[src/rtl/bp_common_rv64_pkg.sv]
// RV64 trap encoding shared types: mcause exception codes, trap priority order and tval source selection.
// Pure declarations; no timing or flow control of its own.
package bp_common_rv64_pkg;

    localparam int rv64_eaddr_width_gp = 64;
    localparam int rv64_exc_width_gp   = 16;
    localparam int rv64_exc_prio_num_gp = 14;

    typedef enum logic [3:0] {
        e_instr_misaligned    = 4'd0,
        e_instr_access_fault  = 4'd1,
        e_illegal_instr       = 4'd2,
        e_breakpoint          = 4'd3,
        e_load_misaligned     = 4'd4,
        e_load_access_fault   = 4'd5,
        e_store_misaligned    = 4'd6,
        e_store_access_fault  = 4'd7,
        e_ecall_u             = 4'd8,
        e_ecall_s             = 4'd9,
        e_ecall_m             = 4'd11,
        e_instr_page_fault    = 4'd12,
        e_load_page_fault     = 4'd13,
        e_store_page_fault    = 4'd15
    } rv64_exception_code_e;

    // Index 0 is the lowest priority; codes 10 and 14 are reserved and deliberately absent.
    localparam rv64_exception_code_e [rv64_exc_prio_num_gp-1:0] rv64_exc_prio_gp = {
        e_instr_page_fault,
        e_instr_access_fault,
        e_illegal_instr,
        e_instr_misaligned,
        e_ecall_m,
        e_ecall_s,
        e_ecall_u,
        e_breakpoint,
        e_store_misaligned,
        e_load_misaligned,
        e_store_page_fault,
        e_load_page_fault,
        e_store_access_fault,
        e_load_access_fault
    };

    typedef enum logic [1:0] {
        e_tval_zero,
        e_tval_pc,
        e_tval_vaddr,
        e_tval_instr
    } rv64_tval_src_e;

    typedef enum logic [1:0] {
        e_trap_idle,
        e_trap_pending,
        e_trap_drain
    } trap_state_e;

    function automatic rv64_tval_src_e rv64_tval_src(input logic [3:0] code);
        rv64_tval_src_e src;
        case (code)
            e_instr_page_fault,
            e_instr_access_fault,
            e_breakpoint:         src = e_tval_pc;
            e_illegal_instr:      src = e_tval_instr;
            e_ecall_u,
            e_ecall_s,
            e_ecall_m:            src = e_tval_zero;
            default:              src = e_tval_vaddr;
        endcase
        return src;
    endfunction

endpackage

[src/rtl/bp_be_trap_prio_encode.sv]
// Collapses a multi-hot exception vector into the single highest-priority mcause code.
// Purely combinational, zero latency; no flow control.
module bp_be_trap_prio_encode
    import bp_common_rv64_pkg::*;
(
    input  logic [rv64_exc_width_gp-1:0] exc_i,
    output logic                         found_o,
    output logic [3:0]                   code_o
);

    // Walk from lowest to highest priority so the last hit is the winner.
    always_comb begin
        found_o = 1'b0;
        code_o  = 4'd0;
        for (int i = 0; i < rv64_exc_prio_num_gp; i++) begin
            if (exc_i[rv64_exc_prio_gp[i]]) begin
                found_o = 1'b1;
                code_o  = rv64_exc_prio_gp[i];
            end
        end
    end

endmodule

[src/rtl/bp_be_trap_encoder.sv]
// Turns a committed exception vector into one held architectural trap (cause, tval, epc) for the CSR unit.
// Accept at edge N -> trap valid from N+1; stalls intake while a trap is held and for drain_cycles_p after it is consumed.
module bp_be_trap_encoder
    import bp_common_rv64_pkg::*;
#(
    parameter int vaddr_width_p  = 39,
    parameter int drain_cycles_p = 2
)
(
    input  logic                           clk_i,
    input  logic                           reset_i,
    input  logic                           exc_v_i,
    output logic                           exc_ready_o,
    input  logic [rv64_exc_width_gp-1:0]   exc_i,
    input  logic [vaddr_width_p-1:0]       pc_i,
    input  logic [31:0]                    instr_i,
    input  logic [vaddr_width_p-1:0]       vaddr_i,
    input  logic                           flush_i,
    output logic                           trap_v_o,
    input  logic                           trap_yumi_i,
    output logic [3:0]                     cause_o,
    output logic [rv64_eaddr_width_gp-1:0] tval_o,
    output logic [rv64_eaddr_width_gp-1:0] epc_o
);

    localparam int cnt_width_lp = (drain_cycles_p > 0) ? $clog2(drain_cycles_p + 1) : 1;
    localparam logic [cnt_width_lp-1:0] cnt_last_lp =
        cnt_width_lp'((drain_cycles_p > 0) ? (drain_cycles_p - 1) : 0);
    localparam int ext_width_lp = rv64_eaddr_width_gp - vaddr_width_p;

    trap_state_e                     r_state;
    trap_state_e                     w_state_n;
    logic [cnt_width_lp-1:0]         r_cnt;
    logic [cnt_width_lp-1:0]         w_cnt_n;
    logic                            r_trap_v;
    logic                            w_trap_v_n;
    logic [3:0]                      r_cause;
    logic [3:0]                      w_cause_n;
    logic [rv64_eaddr_width_gp-1:0]  r_tval;
    logic [rv64_eaddr_width_gp-1:0]  w_tval_n;
    logic [rv64_eaddr_width_gp-1:0]  r_epc;
    logic [rv64_eaddr_width_gp-1:0]  w_epc_n;

    logic                            w_accept;
    logic                            w_found;
    logic [3:0]                      w_code;
    logic [rv64_eaddr_width_gp-1:0]  w_pc_sext;
    logic [rv64_eaddr_width_gp-1:0]  w_vaddr_sext;
    logic [rv64_eaddr_width_gp-1:0]  w_tval;

    bp_be_trap_prio_encode u_prio (
        .exc_i   (exc_i),
        .found_o (w_found),
        .code_o  (w_code)
    );

    assign exc_ready_o  = (r_state == e_trap_idle) & ~reset_i;
    assign w_accept     = exc_v_i & exc_ready_o;
    assign w_pc_sext    = {{ext_width_lp{pc_i[vaddr_width_p-1]}}, pc_i};
    assign w_vaddr_sext = {{ext_width_lp{vaddr_i[vaddr_width_p-1]}}, vaddr_i};

    always_comb begin
        w_tval = '0;
        unique case (rv64_tval_src(w_code))
            e_tval_pc:    w_tval = w_pc_sext;
            e_tval_vaddr: w_tval = w_vaddr_sext;
            e_tval_instr: w_tval = {{(rv64_eaddr_width_gp-32){1'b0}}, instr_i};
            e_tval_zero:  w_tval = '0;
        endcase
    end

    always_comb begin
        w_state_n  = r_state;
        w_cnt_n    = r_cnt;
        w_trap_v_n = r_trap_v;
        w_cause_n  = r_cause;
        w_tval_n   = r_tval;
        w_epc_n    = r_epc;
        // Flush squashes everything, including a same-cycle accept or consume.
        if (flush_i) begin
            w_state_n  = e_trap_idle;
            w_cnt_n    = '0;
            w_trap_v_n = 1'b0;
        end else begin
            unique case (r_state)
                e_trap_idle: begin
                    if (w_accept && w_found) begin
                        w_state_n  = e_trap_pending;
                        w_trap_v_n = 1'b1;
                        w_cause_n  = w_code;
                        w_tval_n   = w_tval;
                        w_epc_n    = w_pc_sext;
                    end
                end
                e_trap_pending: begin
                    if (trap_yumi_i) begin
                        w_trap_v_n = 1'b0;
                        w_cnt_n    = '0;
                        w_state_n  = (drain_cycles_p == 0) ? e_trap_idle : e_trap_drain;
                    end
                end
                e_trap_drain: begin
                    if (r_cnt == cnt_last_lp) begin
                        w_state_n = e_trap_idle;
                    end else begin
                        w_cnt_n = r_cnt + 1'b1;
                    end
                end
                default: begin
                    w_state_n = e_trap_idle;
                end
            endcase
        end
    end

    always_ff @(posedge clk_i or posedge reset_i) begin
        if (reset_i) begin
            r_state  <= e_trap_idle;
            r_cnt    <= '0;
            r_trap_v <= 1'b0;
            r_cause  <= 4'd0;
            r_tval   <= '0;
            r_epc    <= '0;
        end else begin
            r_state  <= w_state_n;
            r_cnt    <= w_cnt_n;
            r_trap_v <= w_trap_v_n;
            r_cause  <= w_cause_n;
            r_tval   <= w_tval_n;
            r_epc    <= w_epc_n;
        end
    end

    assign trap_v_o = r_trap_v;
    assign cause_o  = r_cause;
    assign tval_o   = r_tval;
    assign epc_o    = r_epc;

    // Consuming a trap that is not being offered is a caller bug.
    a_yumi_needs_trap: assert property (@(posedge clk_i) disable iff (reset_i) trap_yumi_i |-> r_trap_v);

endmodule

[config.mk]
export PLATFORM = sky130hd
export DESIGN_NAME = bp_be_trap_encoder
export DESIGN_NICKNAME = d
export VERILOG_FILES = /design/src/rtl/bp_common_rv64_pkg.sv /design/src/rtl/bp_be_trap_prio_encode.sv /design/src/rtl/bp_be_trap_encoder.sv
export SDC_FILE = /design/constraint.sdc
export NUM_CORES = 1
export LEC_CHECK = 0
export CORE_MARGIN = 2
export CORE_UTILIZATION = 30
export CTS_BUF_LIST = sky130_fd_sc_hd__clkbuf_16
export DETAILED_ROUTE_END_ITERATION = 7
export GPL_TIMING_DRIVEN = 0
export PLACE_DENSITY_LB_ADDON = 0.08
export SYNTH_ARGS = -nofsm -noshare
export SYNTH_HDL_FRONTEND = slang
export SYNTH_SLANG_ARGS = --single-unit
[constraint.sdc]
create_clock -name clk_i -period 2.9 [get_ports clk_i]
set_input_delay 0.435 -clock clk_i [delete_from_list [all_inputs] [get_ports clk_i]]
set_output_delay 0.435 -clock clk_i [all_outputs]
set_load 0.03 [all_outputs]
; Word level (Yosys, flattened, before mapping)
; Index checks and enable logic that the tools add are counted.
[classes]
n_addsub = 1
n_eq_ne = 17
muxes = 43
bitwise_logic = 4
n_reduce_logical = 11
[ops]
columns = op, n
row1 = $pmux 64 s4, 1
row2 = $mux 4, 12
row3 = $mux 1, 17
row4 = $eq 4x4->1 const B, 4
row5 = $mux 2, 7
row6 = $pmux 2 s3, 2
row7 = $reduce_and 3->1, 4
row8 = $ne 3x3->1 const B, 3
row9 = $eq 4x2->1 const B, 2
row10 = $eq 2x1->1 const B, 3
row11 = $eq 2x2->1 const B, 3
row12 = $mux 3, 2
row13 = $reduce_bool 3->1, 2
row14 = $reduce_or 3->1, 2
row15 = $eq 4x1->1 const B, 1
row16 = $logic_not 2->1, 2
row17 = $pmux 2 s2, 1
row18 = $ne 3x2->1 const B, 1
row19 = $add 2x1->2 const B, 1
row20 = $and 1x1->1, 2
row21 = $not 1->1, 2
row22 = $pmux 1 s2, 1
row23 = $logic_and 1x1->1, 1
[totals]
reg_bits = 112
input_bits = 131
out_inout_bits = 134
wordCells = 82

; Logic depth before layout (Yosys ltp)
; Gate-level depths: netlist (run 1).
[logic_depth]
depth_word = 19
depth_mapped = 9

; Modules after synthesis
; From an unflattened synthesis (run 1), not the netlist that was laid out.
[hier_totals]
hier_cells = 654
area_unflattened_um2 = 5260.0
[modules_own_cells]
columns = mod, instances, cells_each, area_each_um2
row1 = bp_be_trap_encoder, 1, 627, 5103.6
row2 = bp_be_trap_prio_encode, 1, 27, 156.4

; Worst setup path after synthesis (run 1)
; Ideal clock, no wire load.
[synth_path]
path_type = register to register
from = register r_state[0]
to = register r_tval[12], in the netlist tval_o[12]
setup_time_ns = 0.099
arrival_ns = 2.639
required_time_ns = 2.801
path_slack_ns = 0.162
path_stages_with_launch = 8
path_buffers = 2
period_less_slack_ns = 2.738
cell_sequence = dfrtp_1 nor3_1 nand3b_1 a21oi_1 buf_2 clkbuf_1 nand2_1 a311oi_1
[synth_between]
elab_chain_len = 5
[synth_lines]
columns = element, line
row1 = from (decl), bp_be_trap_encoder.sv:31  ; trap_state_e r_state;
row2 = from (signal assigned), bp_be_trap_encoder.sv:118  ; r_state <= e_trap_idle;
row3 = from (signal assigned), bp_be_trap_encoder.sv:125  ; r_state <= w_state_n;
row4 = $logic_not 2->1, bp_be_trap_encoder.sv:57  ; assign exc_ready_o = (r_state == e_trap_idle) & ~reset_i;
row5 = $and 1x1->1, bp_be_trap_encoder.sv:57
row6 = via exc_ready_o, bp_be_trap_encoder.sv:13  ; output logic exc_ready_o,
row7 = $and 1x1->1, bp_be_trap_encoder.sv:58  ; assign w_accept = exc_v_i & exc_ready_o;
row8 = $logic_and 1x1->1, bp_be_trap_encoder.sv:87  ; if (w_accept && w_found) begin
row9 = $reduce_and 3->1 (no line), -
row10 = to (signal assigned), bp_be_trap_encoder.sv:129  ; r_tval <= w_tval_n;
row11 = to (decl), bp_be_trap_encoder.sv:39  ; logic [rv64_eaddr_width_gp-1:0] r_tval;
; The timed path passes the listed nets, and every way through them passes these cells.
; A chain may end at the register's enable or synchronous reset.

; Worst setup path in the final report (run 1)
[layout_path]
from = input exc_i[15]
to = register r_tval[26], in the netlist tval_o[26]
[layout_between]
elab_chain_len = 16
word_cells_on_any_way = 39
classes_between = eq/ne: 10 / mux: 24 / reduce/logical: 5
[layout_lines]
columns = element, line
row1 = from (decl), bp_be_trap_encoder.sv:14  ; input logic [rv64_exc_width_gp-1:0] exc_i,
row2 = $mux 4 (11 in series), bp_be_trap_prio_encode.sv:16  ; if (exc_i[rv64_exc_prio_gp[i]]) begin
row3 = "$eq 4x4->1, or another cell as far along", bp_common_rv64_pkg.sv:59  ; case (code)
row4 = $reduce_or 3->1, bp_common_rv64_pkg.sv:59
row5 = $pmux 2 s3, bp_common_rv64_pkg.sv:59
row6 = "$eq 2x2->1, or another cell as far along", bp_be_trap_encoder.sv:64  ; unique case (rv64_tval_src(w_code))
row7 = $pmux 64 s4, bp_be_trap_encoder.sv:64
; Several ways; a longest one is shown, not always the timed one.

==> results by group, run 1 <==
Detailed routing
  – Detailed router's first-iteration violation count: 401
  – DRT antenna net count: 0
  – Vias: 5,252
  – Remaining DRCs: 0
  – First-pass iteration count of the detailed router: 4
  – Vias per cell: 5.00
  – Routed len/inst: 18.6 um
  – DRT Wirelength: 19.6 mm

Clock tree
  – Max clock buf depth: 2
  – Clock root buffer: clkbuf_16
  – H-Tree Depth: 3
  – # hold bufs at CTS: 0
  – TritonCTS Buffers: 9
  – Clk_lat worst skew: 0.35 ns
  – Sink Count: 87
  – Clock-pin transition on the worst setup and hold timing paths: roughly 0.070 ns
  – CTS tree: yes

Worst setup path
  – Critical Path RT: slightly above 3 ns
  – Kind of critical path: in -> reg
  – Flop-to-flop setup slack: 0.31 ns
  – Crit path max-delay family: simple AND/OR/NAND/NOR gates
  – Reg2reg end: tval_o[14]
  – Crit end category: register
  – R2R Path Start: r_state[0]
  – CP startpoint kind: primary input
  – Most used cell, CP: a311oi_1
  – CP max-delay cell: or4_4
  – Reg2Reg Depth: 7
  – CP bufs+invs: 2
  – CP peak stage delay: 0.59 ns
  – Max FO, Critical Path: 10
  – Worst Setup SP: exc_i[15]
  – Arr. time, crit path: 3.01 ns
  – Sequence of cells on the critical path: clkdlybuf4s50_1, or4_4, or3_4, a21oi_4, nand2_1, buf_2, a311oi_1, a311oi_1

Place
  – Dpl cells: 1,031
  – Cell Area, Placed: 0.00780 sq mm
  – Pre-CTS setup slack: -0.508 ns
  – Hpwl dp: 14.5 mm
  – I/O Buffers: 261
  – Gpl congestion: 0.845

Pwr
  – Leakage: 3.60 nW
  – Sequential Power Share: 30.3%
  – Switching power: 2.12 mW
  – Sw frac: 38.6%
  – Power per standard cell area: 671 mW/mm^2
  – Logic gate share of total power: 47.9%
  – Clock share of power: between 20 and 25%
  – IR drop worst, VDD: slightly below 300 uV
  – P_int: 3.37 mW

STA
  – Max Fclk: around 360 MHz
  – Slew Limit Headroom: 47.6%
  – Min setup slack post-route: 0.102 ns
  – Period utilization: 96.5%
  – Hold Fails Final Rpt: 0
  – Min Clock Period, post-route: about 2.8 ns
  – Worst Max-Slew Pin Slew: 0.786 ns
  – Final Max Tran Viols: 0
  – Sum Neg Setup Slack: 0 ns
  – Setup violators final: 0
  – Worst Skew: 0.00810 ns

Hold path
  – Hold EP: epc_o[22]
  – Hold depth: 2
  – HP Start: epc_o[22]
  – Hold/Removal Path Class: reg -> reg

Floorplanning
  – DIE AREA: 0.0173 sq mm
  – Die Wd: about 130 um
  – Cell row count: 46
  – Starting Density: 30.7%
  – Top Ports: between 200 and 300
  – Die Ht: between 100 and 150 um
  – Core area: 0.0159 sq mm

Logic synthesis
  – Synthesized cell area: 0.00488 sq mm
  – Async S/R FF share, synth: 100%
  – EDFF count, synth: 0
  – Synth Area per Inst: slightly below 9 sq um
  – Post-Syn Nets: 685
  – Register area share after synthesis: 44.6%
  – Main flop type after synthesis: dfrtp_1
  – Yosys reg bits: just under 90
  – Distinct cells, synth: 41
  – Syn. warnings: 0
  – Gate Count Post-Synth: 553

Final layout
  – Final non-filler cell total: 1,051
  – Final instance area: around 0.0082 sq mm
  – Share of cells above drive strength 1: 13.1%
  – Syn-to-layout area delta: 67.2%
  – Diode count: 0
  – Final nets: 962

GRT
  – Gr ovfl total: 0
  – Pin count of the biggest net entering global routing: 52
  – Antenna violations before repair: 0
  – Vias in the first global route: 5,306
  – All-layer global routing usage: 22.3%
  – First-pass GRT wire length: between 30 and 40 mm

Run status
  – Status: completed

Job
  – MaxCap Viol Count: 0
timing repair:
action | in CTS | in global routing
setup endpoints to repair | 10 | 39
gates resized for setup | 1 | 18
hold endpoints to repair | 0 | 0
gates cloned | 0 | 1
pin swaps | 0 | 2
setup buffers | 0 | 4
layer usage:
metal / track usage (%) / up-vias / wire length [um] / part of all wire, %
met5: 0 / - / 0 / 0
met4: 5.86 / 0 / 241 / 1.2
met3: 3.55 / 18 / 1230 / 6.3
met2: 38.3 / 220 / 9620 / 49
met1: 29.1 / 2534 / 8510 / 43
li1: - / 2480 / - / -
worst max-delay path by stage:
stage | depth (start not counted) | endpoint
after global routing | 9 | epc_o[10]
after detailed placement | 9 | tval_o[25]
after global placement | 2 | tval_o[18]
final | 8 | tval_o[26]
after floorplan | 7 | tval_o[12]
after CTS | 7 | tval_o[25]
state kept, by name, summed over array words and instances, names as in the netlist:
| name | flops |
|---|---|
| epc_o | 39 |
| r_state | 2 |
| r_cnt | 2 |
| cause_o | 4 |
| tval_o | 39 |
| trap_v_o | 1 |
cells in the mapped netlist (3+ instances only):
cell type  number  area share (%)
a21o_1          5            0.77
a21oi_1         6            0.61
buf_4          51             7.8
nor3_1          5            0.51
nor4_1          3            0.38
a221o_1         7             1.4
o21ai_0         4            0.41
nor2_1         18             1.4
buf_2          18             1.8
clkbuf_1       20             1.5
nor2b_1         7            0.90
and3_1         33             4.2
nand2_1       173              13
dfrtp_1        87              45
a32o_1         12             2.5
a311oi_1       52             9.3
a21boi_0       20             3.1
inv_1           6            0.46
cells in the final DEF, fill, tap and decap left out, types with 3 or more instances in the layout:
cell type          n
o21ai_0            4
inv_1              5
nor3_1             4
a21oi_1            5
a221o_1            7
buf_2             18
clkdlybuf4s50_1  261
and3_1            33
buf_4             55
a311oi_1          52
a21boi_0          20
clkbuf_2           7
nor2_1            18
a32o_1            12
a21o_1             5
clkbuf_1          12
a21oi_2            3
nor2b_1            7
dfrtp_1           87
nand2_1          173
clkbuf_16          9
metrics by stage:
| step | util, % | power, mW | hold WS [ns] |
|---|---|---|---|
| finish | 51.4 | 5.48 | 0.476 |
| global route | 51.4 | 5.73 | 0.506 |
| CTS | 51.0 | 5.52 | 0.477 |
| detailed placement | 49.1 | 4.31 | 0.462 |
| global placement | 48.9 | 4.27 | 0.462 |
| floorplan | - | 3.11 | 0.434 |
worst register-to-register path, delay by kind of cell, from the launching register on:
kind | cells | cell delay [ns]
simple gates | 4 | 0.89
buf+inv | 1 | 0.61
compound gates | 2 | 0.59
flops | 1 | 0.44
final cells by class:
| class | instances | area (sq um) |
|---|---|---|
| fill | 1513 | 7720 |
| clock inverter | 7 | 71.3 |
| sequential | 87 | 2180 |
| clock buffer | 9 | 225 |
| inverter | 6 | 25.0 |
| buffer | 88 | 553 |
| timing repair buffer | 266 | 2670 |
| multi-input combinational | 372 | 2180 |
| tap | 216 | 270 |
cells by family after synthesis:
family,share of synthesized area (%)
xor+xnor,0.179
fa+ha+maj,0.256
compound gates,20.5
simple gates,22.8
flops,44.6
buf+inv,11.7
power by group through the flow:
stage	logic [mW]	clock network (mW)	registers [mW]
finish	2.63	1.20	1.66
global route	2.77	1.26	1.70
CTS	2.64	1.22	1.66
detailed placement	2.63	0	1.68
global placement	2.60	0	1.67
floorplan	0.934	0	2.17
Power figures use the tool's default switching activity.
==> run 2: changes to the inputs <==
Settings changed: CORE_UTILIZATION 30 to 40, GPL_TIMING_DRIVEN 0 to 1.
==> run 2 against run 1 <==
- register-to-register slack improved by 0.22 ns
- cell area decreased by 3.7%
- critical path depth unchanged
- clock power decreased by 14%
- combinational power decreased by 8.0%
- final cell count decreased by 11%
- clock skew decreased by 0.00087 ns
- sequential power about the same
- first-iteration DRC count increased by 9.2%
- fmax increased by 2.7%
- worst setup slack improved by 0.074 ns
- die area decreased by 24%
- critical endpoint is now tval_o[32]
==> results by group, run 2 (synthesis results as in run 1) <==
Pwr
  – IR drop worst, VDD: 309 uV (+6.9%)
  – Sw frac: 39.3% (+0.68 points)
  – Leakage: 3.47 nW (-3.8%)
  – Clock share of power: 20.2% (-1.6 points)
  – Design Power: 5.11 mW (-6.8%)
  – Logic gate share of total power: 47.4% (-0.5 points)
  – Sequential Power Share: 32.4% (+2.1 points)
  – P_int: 3.10 mW (-7.8%)
  – Power per standard cell area: 649 mW/mm^2 (-3.2%)
  – Switching power: 2.01 mW (-5.2%)

Floorplanning
  – Core area: 0.0120 sq mm (-25%)
  – Top Ports: 265 (unchanged)
  – Cell row count: 40 (-13%)
  – Starting Density: 40.8% (+10 points)
  – DIE AREA: 0.0131 sq mm (-24%)
  – Die Wd: 115 um (-13%)
  – Die Ht: 115 um (-13%)

Detailed routing
  – Routed wl met2: 8.47 mm (-12%)
  – Vias: 5,133 (-2.3%)
  – DR WL met3: 1.40 mm (+14%)
  – First-pass iteration count of the detailed router: 5 (+1)
  – Wl on met1: 7.22 mm (-15%)
  – Vias per cell: 5.50 (+10%)
  – Remaining DRCs: 0 (unchanged)
  – Routed len/inst: 18.8 um (+0.81%)
  – DRT Wirelength: 17.6 mm (-10%)
  – Detailed router's first-iteration violation count: 438 (+9.2%)
  – Top sig layer: met4
  – DRT antenna net count: 0 (unchanged)

Worst setup path
  – Arr. time, crit path: 2.94 ns (-0.07 ns)
  – CP startpoint kind: primary input
  – Kind of critical path: in -> reg
  – Crit end category: register
  – Critical Path RT: 3.12 ns (about the same)
  – Max FO, Critical Path: 13 (+3)

Clock tree
  – Clock-pin transition on the worst setup and hold timing paths: 0.06 ns (about the same)
  – TritonCTS Buffers: 9 (unchanged)
  – Clock root buffer: clkbuf_16
  – CTS tree: yes
  – Sink Count: 87 (unchanged)
  – Setup bufs post-CTS: 0 (unchanged)
  – Clk_lat worst skew: 0.34 ns (about the same)
  – Max clock buf depth: 2 (unchanged)
  – H-Tree Depth: 3 (unchanged)

Final layout
  – Share of cells above drive strength 1: 8.64% (-4.4 points)
  – Diode count: 0 (unchanged)
  – Leading cell type in the layout, fill and taps excluded: clkdlybuf4s50_1
  – Final nets: 914 (-5.0%)
  – Final instance area: 0.00787 sq mm (-3.7%)
  – Syn-to-layout area delta: 61.0%
  – Commonest cells after routing, fill and taps aside: 262 x clkdlybuf4s50_1, 173 x nand2_1, 87 x dfrtp_1
  – Final non-filler cell total: 934 (-11%)
  – Final Core Density: 65.8% (+14 points)

STA
  – Period utilization: 93.9% (-2.6 points)
  – Unrepaired setup endpoints after global routing: false
  – Final Max Tran Viols: 0 (unchanged)
  – Slew Limit Headroom: 47.8% (+0.16 points)
  – Worst hold slack: 0.472 ns (-0.00462 ns)
  – Hold Fails Final Rpt: 0 (unchanged)
  – Min setup slack post-route: 0.177 ns (+0.0743 ns)
  – Sum Neg Setup Slack: 0 ns (unchanged)
  – Min Clock Period, post-route: 2.72 ns (-0.0743 ns)
  – Setup violators final: 0 (unchanged)
  – Worst Skew: 0.00723 ns (-0.000869 ns)
  – Max Fclk: 367 MHz (+2.7%)
  – Worst Max-Slew Pin Slew: 0.781 ns (-0.00492 ns)

Job
  – MaxCap Viol Count: 0 (unchanged)

GRT
  – Gr ovfl total: 0 (unchanged)
  – Antenna violations before repair: 0 (unchanged)
  – Vias in the first global route: 5,147 (-3.0%)
  – First-pass GRT wire length: 27.1 mm (-11%)
  – All-layer global routing usage: 26.5% (+4.2 points)
  – Pin count of the biggest net entering global routing: 39 (-25%)

Place
  – Cell Area, Placed: 0.00759 sq mm (-2.6%)
  – Gpl congestion: 0.905 (+7.2%)
  – Dpl cells: 917 (-11%)
  – Hpwl dp: 12.4 mm (-14%)
  – I/O Buffers: 262 (+0.38%)
  – Pre-CTS setup slack: -0.214 ns (+0.294 ns)

Run status
  – Status: completed

Hold path
  – Hold/Removal Path Class: reg -> reg
-- run 2: cell types whose count changed in the layout (fill, tap and decap cells not counted), moves of 2 or more --
cell	previous run	this run
nor4_2	2	0
buf_2	18	0
buf_12	0	6
buf_4	55	38
a21oi_2	3	1
nor3_4	0	2
inv_1	5	7
clkbuf_2	7	0
clkinv_2	0	2
nor4_1	1	3
inv_6	2	0
clkbuf_1	12	0
-- run 2: worst paths after layout --
path | startpoint | end | slack [ns] | cells past startpoint
min reg2reg | epc_o[13] | epc_o[13] | 0.47 | 2
max | exc_i[15] | tval_o[32] | 0.18 | 8
min | epc_o[13] | epc_o[13] | 0.47 | 2
max reg2reg | r_state[0] | tval_o[10] | 0.53 | 6
max in group asynchronous | reset_i | tval_o[34] | 1.51 | 4
min in group asynchronous | reset_i | epc_o[14] | 0.62 | 3
-- run 2: routing by layer --
layer | up-vias | track usage [%]
met1 | 2456 | 33.8
met2 | 264 | 43.3
met5 | - | 0
met4 | 0 | 11.2
li1 | 2372 | -
met3 | 41 | 6.03
-- run 2: what timing repair did --
item,4_1_cts,5_1_grt
gates resized for setup,0,1
hold buffers,0,0
hold endpoints to repair,0,0
endpoints found under the setup margin,0,17
-- run 2: layout make-up --
cell class	count	area [sq um]
well taps	147	184
clock buffers	9	225
inverters	6	23.8
flip-flops and latches	87	2180
repair buffers	306	3030
fillers	1013	4100
multi-input cells	372	2200
clock inverters	7	32.5
-- run 2: critical path, stage by stage --
cell and delay [ns]:
clkdlybuf4s50_1 0.44, or4_4 0.55, or3_4 0.37, a21oi_4 0.26
buf_4 0.27, a2111o_1 0.18, a21oi_2 0.12, a221o_1 0.32
-- run 2: power by group through the flow --
stage / clock (mW) / combinational, mW / sequential, mW
after floorplan: 0 / 0.934 / 2.17
after global placement: 0 / 2.40 / 1.66
after detailed placement: 0 / 2.42 / 1.68
after CTS: 1.05 / 2.43 / 1.66
after global routing: 1.10 / 2.54 / 1.69
final: 1.03 / 2.42 / 1.66
==> run 3: changes to the inputs <==
--- a/config.mk
+++ b/config.mk
@@ -7,2 +7,3 @@
 export LEC_CHECK = 0
+export ABC_AREA = 1
 export CORE_MARGIN = 2
==> constraint.sdc (replaced) <==
create_clock -name clk_i -period 2.9 [get_ports clk_i]
set_input_delay 0.29 -clock clk_i [delete_from_list [all_inputs] [get_ports clk_i]]
set_output_delay 0.29 -clock clk_i [all_outputs]
set_load 0.03 [all_outputs]
==> run 3 against run 2 <==
- final cell count grew 9.3%
- highest routed layer unchanged
- power increased by 9.6%
- critical endpoint is now tval_o[58]
- register-to-register slack gained 0.58 ns
- fmax increased by 20%
- via count down 5.4%
- wire length fell by 12%
- clock power about the same
==> results by group, run 3 <==
Worst setup path
  – Reg2Reg Depth: 7 (+1)
  – Worst Setup SP: tval_o[62]
  – CP endpoint: tval_o[58]
  – Critical Path Stages: 1 (-7)
  – Kind of critical path: reg -> out
  – Crit end category: output port
  – Reg2reg end: tval_o[13]
  – CP startpoint kind: register
  – Crit path max-delay family: buffers and inverters
  – Arr. time, crit path: 1.98 ns (-0.96 ns)
  – Critical Path RT: 2.61 ns (-0.51 ns)
  – CP bufs+invs: 1 (-1)
  – CP max-delay cell: clkdlybuf4s50_1
  – Sequence of cells on the critical path: clkdlybuf4s50_1
  – Max FO, Critical Path: 27 (+14)
  – R2R Path Start: r_state[1]
  – CP peak stage delay: 0.83 ns (+0.28 ns)
  – Flop-to-flop setup slack: 1.11 ns (+0.58 ns)

GRT
  – Antenna violations before repair: 0 (unchanged)
  – Pin count of the biggest net entering global routing: 75 (+92%)
  – All-layer global routing usage: 22.8% (-3.7 points)
  – Gr ovfl total: 0 (unchanged)
  – Vias in the first global route: 4,640 (-9.9%)
  – First-pass GRT wire length: 23.7 mm (-12%)

STA
  – Min setup slack post-route: 0.633 ns (+0.457 ns)
  – Slew Limit Headroom: 51.9% (+4.2 points)
  – Worst Max-Slew Pin Slew: 0.721 ns (-0.0599 ns)
  – Period utilization: 78.2% (-16 points)
  – Sum Neg Setup Slack: 0 ns (unchanged)
  – Hold Fails Final Rpt: 0 (unchanged)
  – Final Max Tran Viols: 0 (unchanged)
  – Unrepaired setup endpoints after global routing: false
  – Setup violators final: 0 (unchanged)
  – Worst Skew: 0.00350 ns (-0.00373 ns)
  – Max Fclk: 441 MHz (+20%)
  – Min Clock Period, post-route: 2.27 ns (-0.457 ns)
  – Worst hold slack: 0.234 ns (-0.238 ns)

Run status
  – Status: completed

Clock tree
  – Clock root buffer: clkbuf_16
  – H-Tree Depth: 3 (unchanged)
  – Clock-pin transition on the worst setup and hold timing paths: 0.06 ns (about the same)
  – TritonCTS Buffers: 9 (unchanged)
  – CTS tree: yes
  – Setup bufs post-CTS: 0 (unchanged)
  – Sink Count: 87 (unchanged)
  – # hold bufs at CTS: 0 (unchanged)
  – Clk_lat worst skew: 0.34 ns (about the same)
  – Max clock buf depth: 2 (unchanged)
  – PostCTS Resize Cnt: 0 (unchanged)

Final layout
  – Leading cell type in the layout, fill and taps excluded: clkdlybuf4s50_1
  – Final Core Density: 63.0% (-2.7 points)
  – Commonest cells after routing, fill and taps aside: 262 x clkdlybuf4s50_1, 225 x nand2_1, 87 x dfrtp_1
  – Syn-to-layout area delta: 52.5%
  – Final nets: 982 (+7.4%)
  – Diode count: 0 (unchanged)
  – Share of cells above drive strength 1: 8.44% (-0.20 points)

Logic synthesis
  – Syn. warnings: 0 (unchanged)
  – Synth area leader: dfrtp_1
  – Synth top cells by count: 225 x nand2_1, 87 x dfrtp_1, 58 x a21oi_1, 54 x buf_4, 50 x inv_1
  – Main area contributors after synthesis: dfrtp_1 44%, nand2_1 17%, buf_4 8.1%, a21oi_1 5.8%, nand4_1 4.1%
  – Synth Area per Inst: 7.71 sq um (-13%)
  – Most common cell in the synthesized netlist: nand2_1
  – Main flop type after synthesis: dfrtp_1
  – Yosys reg bits: 87 (unchanged)
  – Top cell type's share of synthesized area: 43.5% (-1.1 points)
  – Post-Syn Nets: 781 (+14%)
  – Gate Count Post-Synth: 649 (+17%)
  – Synthesized cell area: 0.00500 sq mm (+2.5%)
  – Register area share after synthesis: 43.5% (-1.1 points)
  – EDFF count, synth: 0 (unchanged)
  – Async S/R FF share, synth: 100% (unchanged)
  – Distinct cells, synth: 29 (-29%)

Floorplanning
  – Die Wd: 116 um (+1.2%)
  – DIE AREA: 0.0134 sq mm (+2.4%)
  – Die Ht: 116 um (+1.2%)
  – Core area: 0.0121 sq mm (+1.3%)
  – Top Ports: 265 (unchanged)
  – Starting Density: 41.3% (+0.49 points)
  – Cell row count: 40 (unchanged)

Place
  – Hpwl dp: 11.3 mm (-9.2%)
  – I/O Buffers: 262 (unchanged)
  – Gpl congestion: 0.819 (-9.5%)
  – Pre-CTS setup slack: 0.449 ns (+0.663 ns)

Detailed routing
  – Vias: 4,857 (-5.4%)
  – Detailed router's first-iteration violation count: 298 (-32%)
  – Remaining DRCs: 0 (unchanged)
  – Routed len/inst: 15.1 um (-20%)
  – DRT Wirelength: 15.4 mm (-12%)
  – Vias per cell: 4.76 (-13%)
  – DRT antenna net count: 0 (unchanged)
  – First-pass iteration count of the detailed router: 5 (unchanged)

Pwr
  – Design Power: 5.60 mW (+9.6%)
  – Power per standard cell area: 733 mW/mm^2 (+13%)
  – IR drop worst, VDD: 497 uV (+61%)
  – Leakage: 3.52 nW (+1.7%)

Hold path
  – Hold/Removal Path Class: in -> async

Job
  – MaxCap Viol Count: 0 (unchanged)
[run 3: worst min-delay path by stage]
stage,startpoint,to
finish,reset_i,r_state[1]
global route,reset_i,cause_o[0]
floorplan,flush_i,r_state[1]
global placement,tval_o[27],tval_o[27]
detailed placement,tval_o[14],tval_o[14]
CTS,reset_i,cause_o[0]
[run 3: layer usage]
metal	vias up	wire [um]	GRT usage, %
met1	2223	6650	30.0
li1	2439	-	-
met4	0	169	6.67
met5	-	0	0
met3	15	1240	6.43
met2	180	7330	36.8
[run 3: metrics by stage]
step / instance area (sq um) / cells
5_1_grt: 7630 / 1021
6_report: 7630 / 1021
4_1_cts: 7630 / 1021
2_1_floorplan: 5000 / 649
3_5_place_dp: 7390 / 1007
3_3_place_gp: 7390 / 1007
[run 3: cells by family (layout without fill, tap and decap cells)]
| kind of cell | Yosys count | count (layout) | synth area share (%) |
|---|---|---|---|
| compound gates | 125 | 125 | 14.2 |
| fa+ha+maj | 1 | 1 | 0.250 |
| buf+inv | 140 | 344 | 16.2 |
| flops | 87 | 87 | 43.5 |
| simple gates | 296 | 296 | 25.8 |
[run 3: layout make-up]
cell class                      count  area, sq um
Multi-Input combinational cell    422         2030
Tap cell                          168          210
Fill cell                        1103         4480
Clock buffer                        9          225
Clock inverter                      5         20.0
Inverter                           53          200
Sequential cell                    87         2180
Timing Repair Buffer              277         2770
[run 3: power breakdown]
part           internal, mW  switching [mW]  total, mW
registers              1.53           0.222       1.75
logic                  1.19            1.64       2.83
clock network         0.557           0.455       1.01
total                  3.28            2.32       5.60
[run 3: worst register-to-register path, cell delays in order (launching register included)]
cell	delay, ns
dfrtp_1	0.43
nor3_2	0.24
and2_1	0.23
nand3_4	0.11
buf_4	0.35
a21oi_1	0.23
nand2_1	0.09
nand2_1	0.06
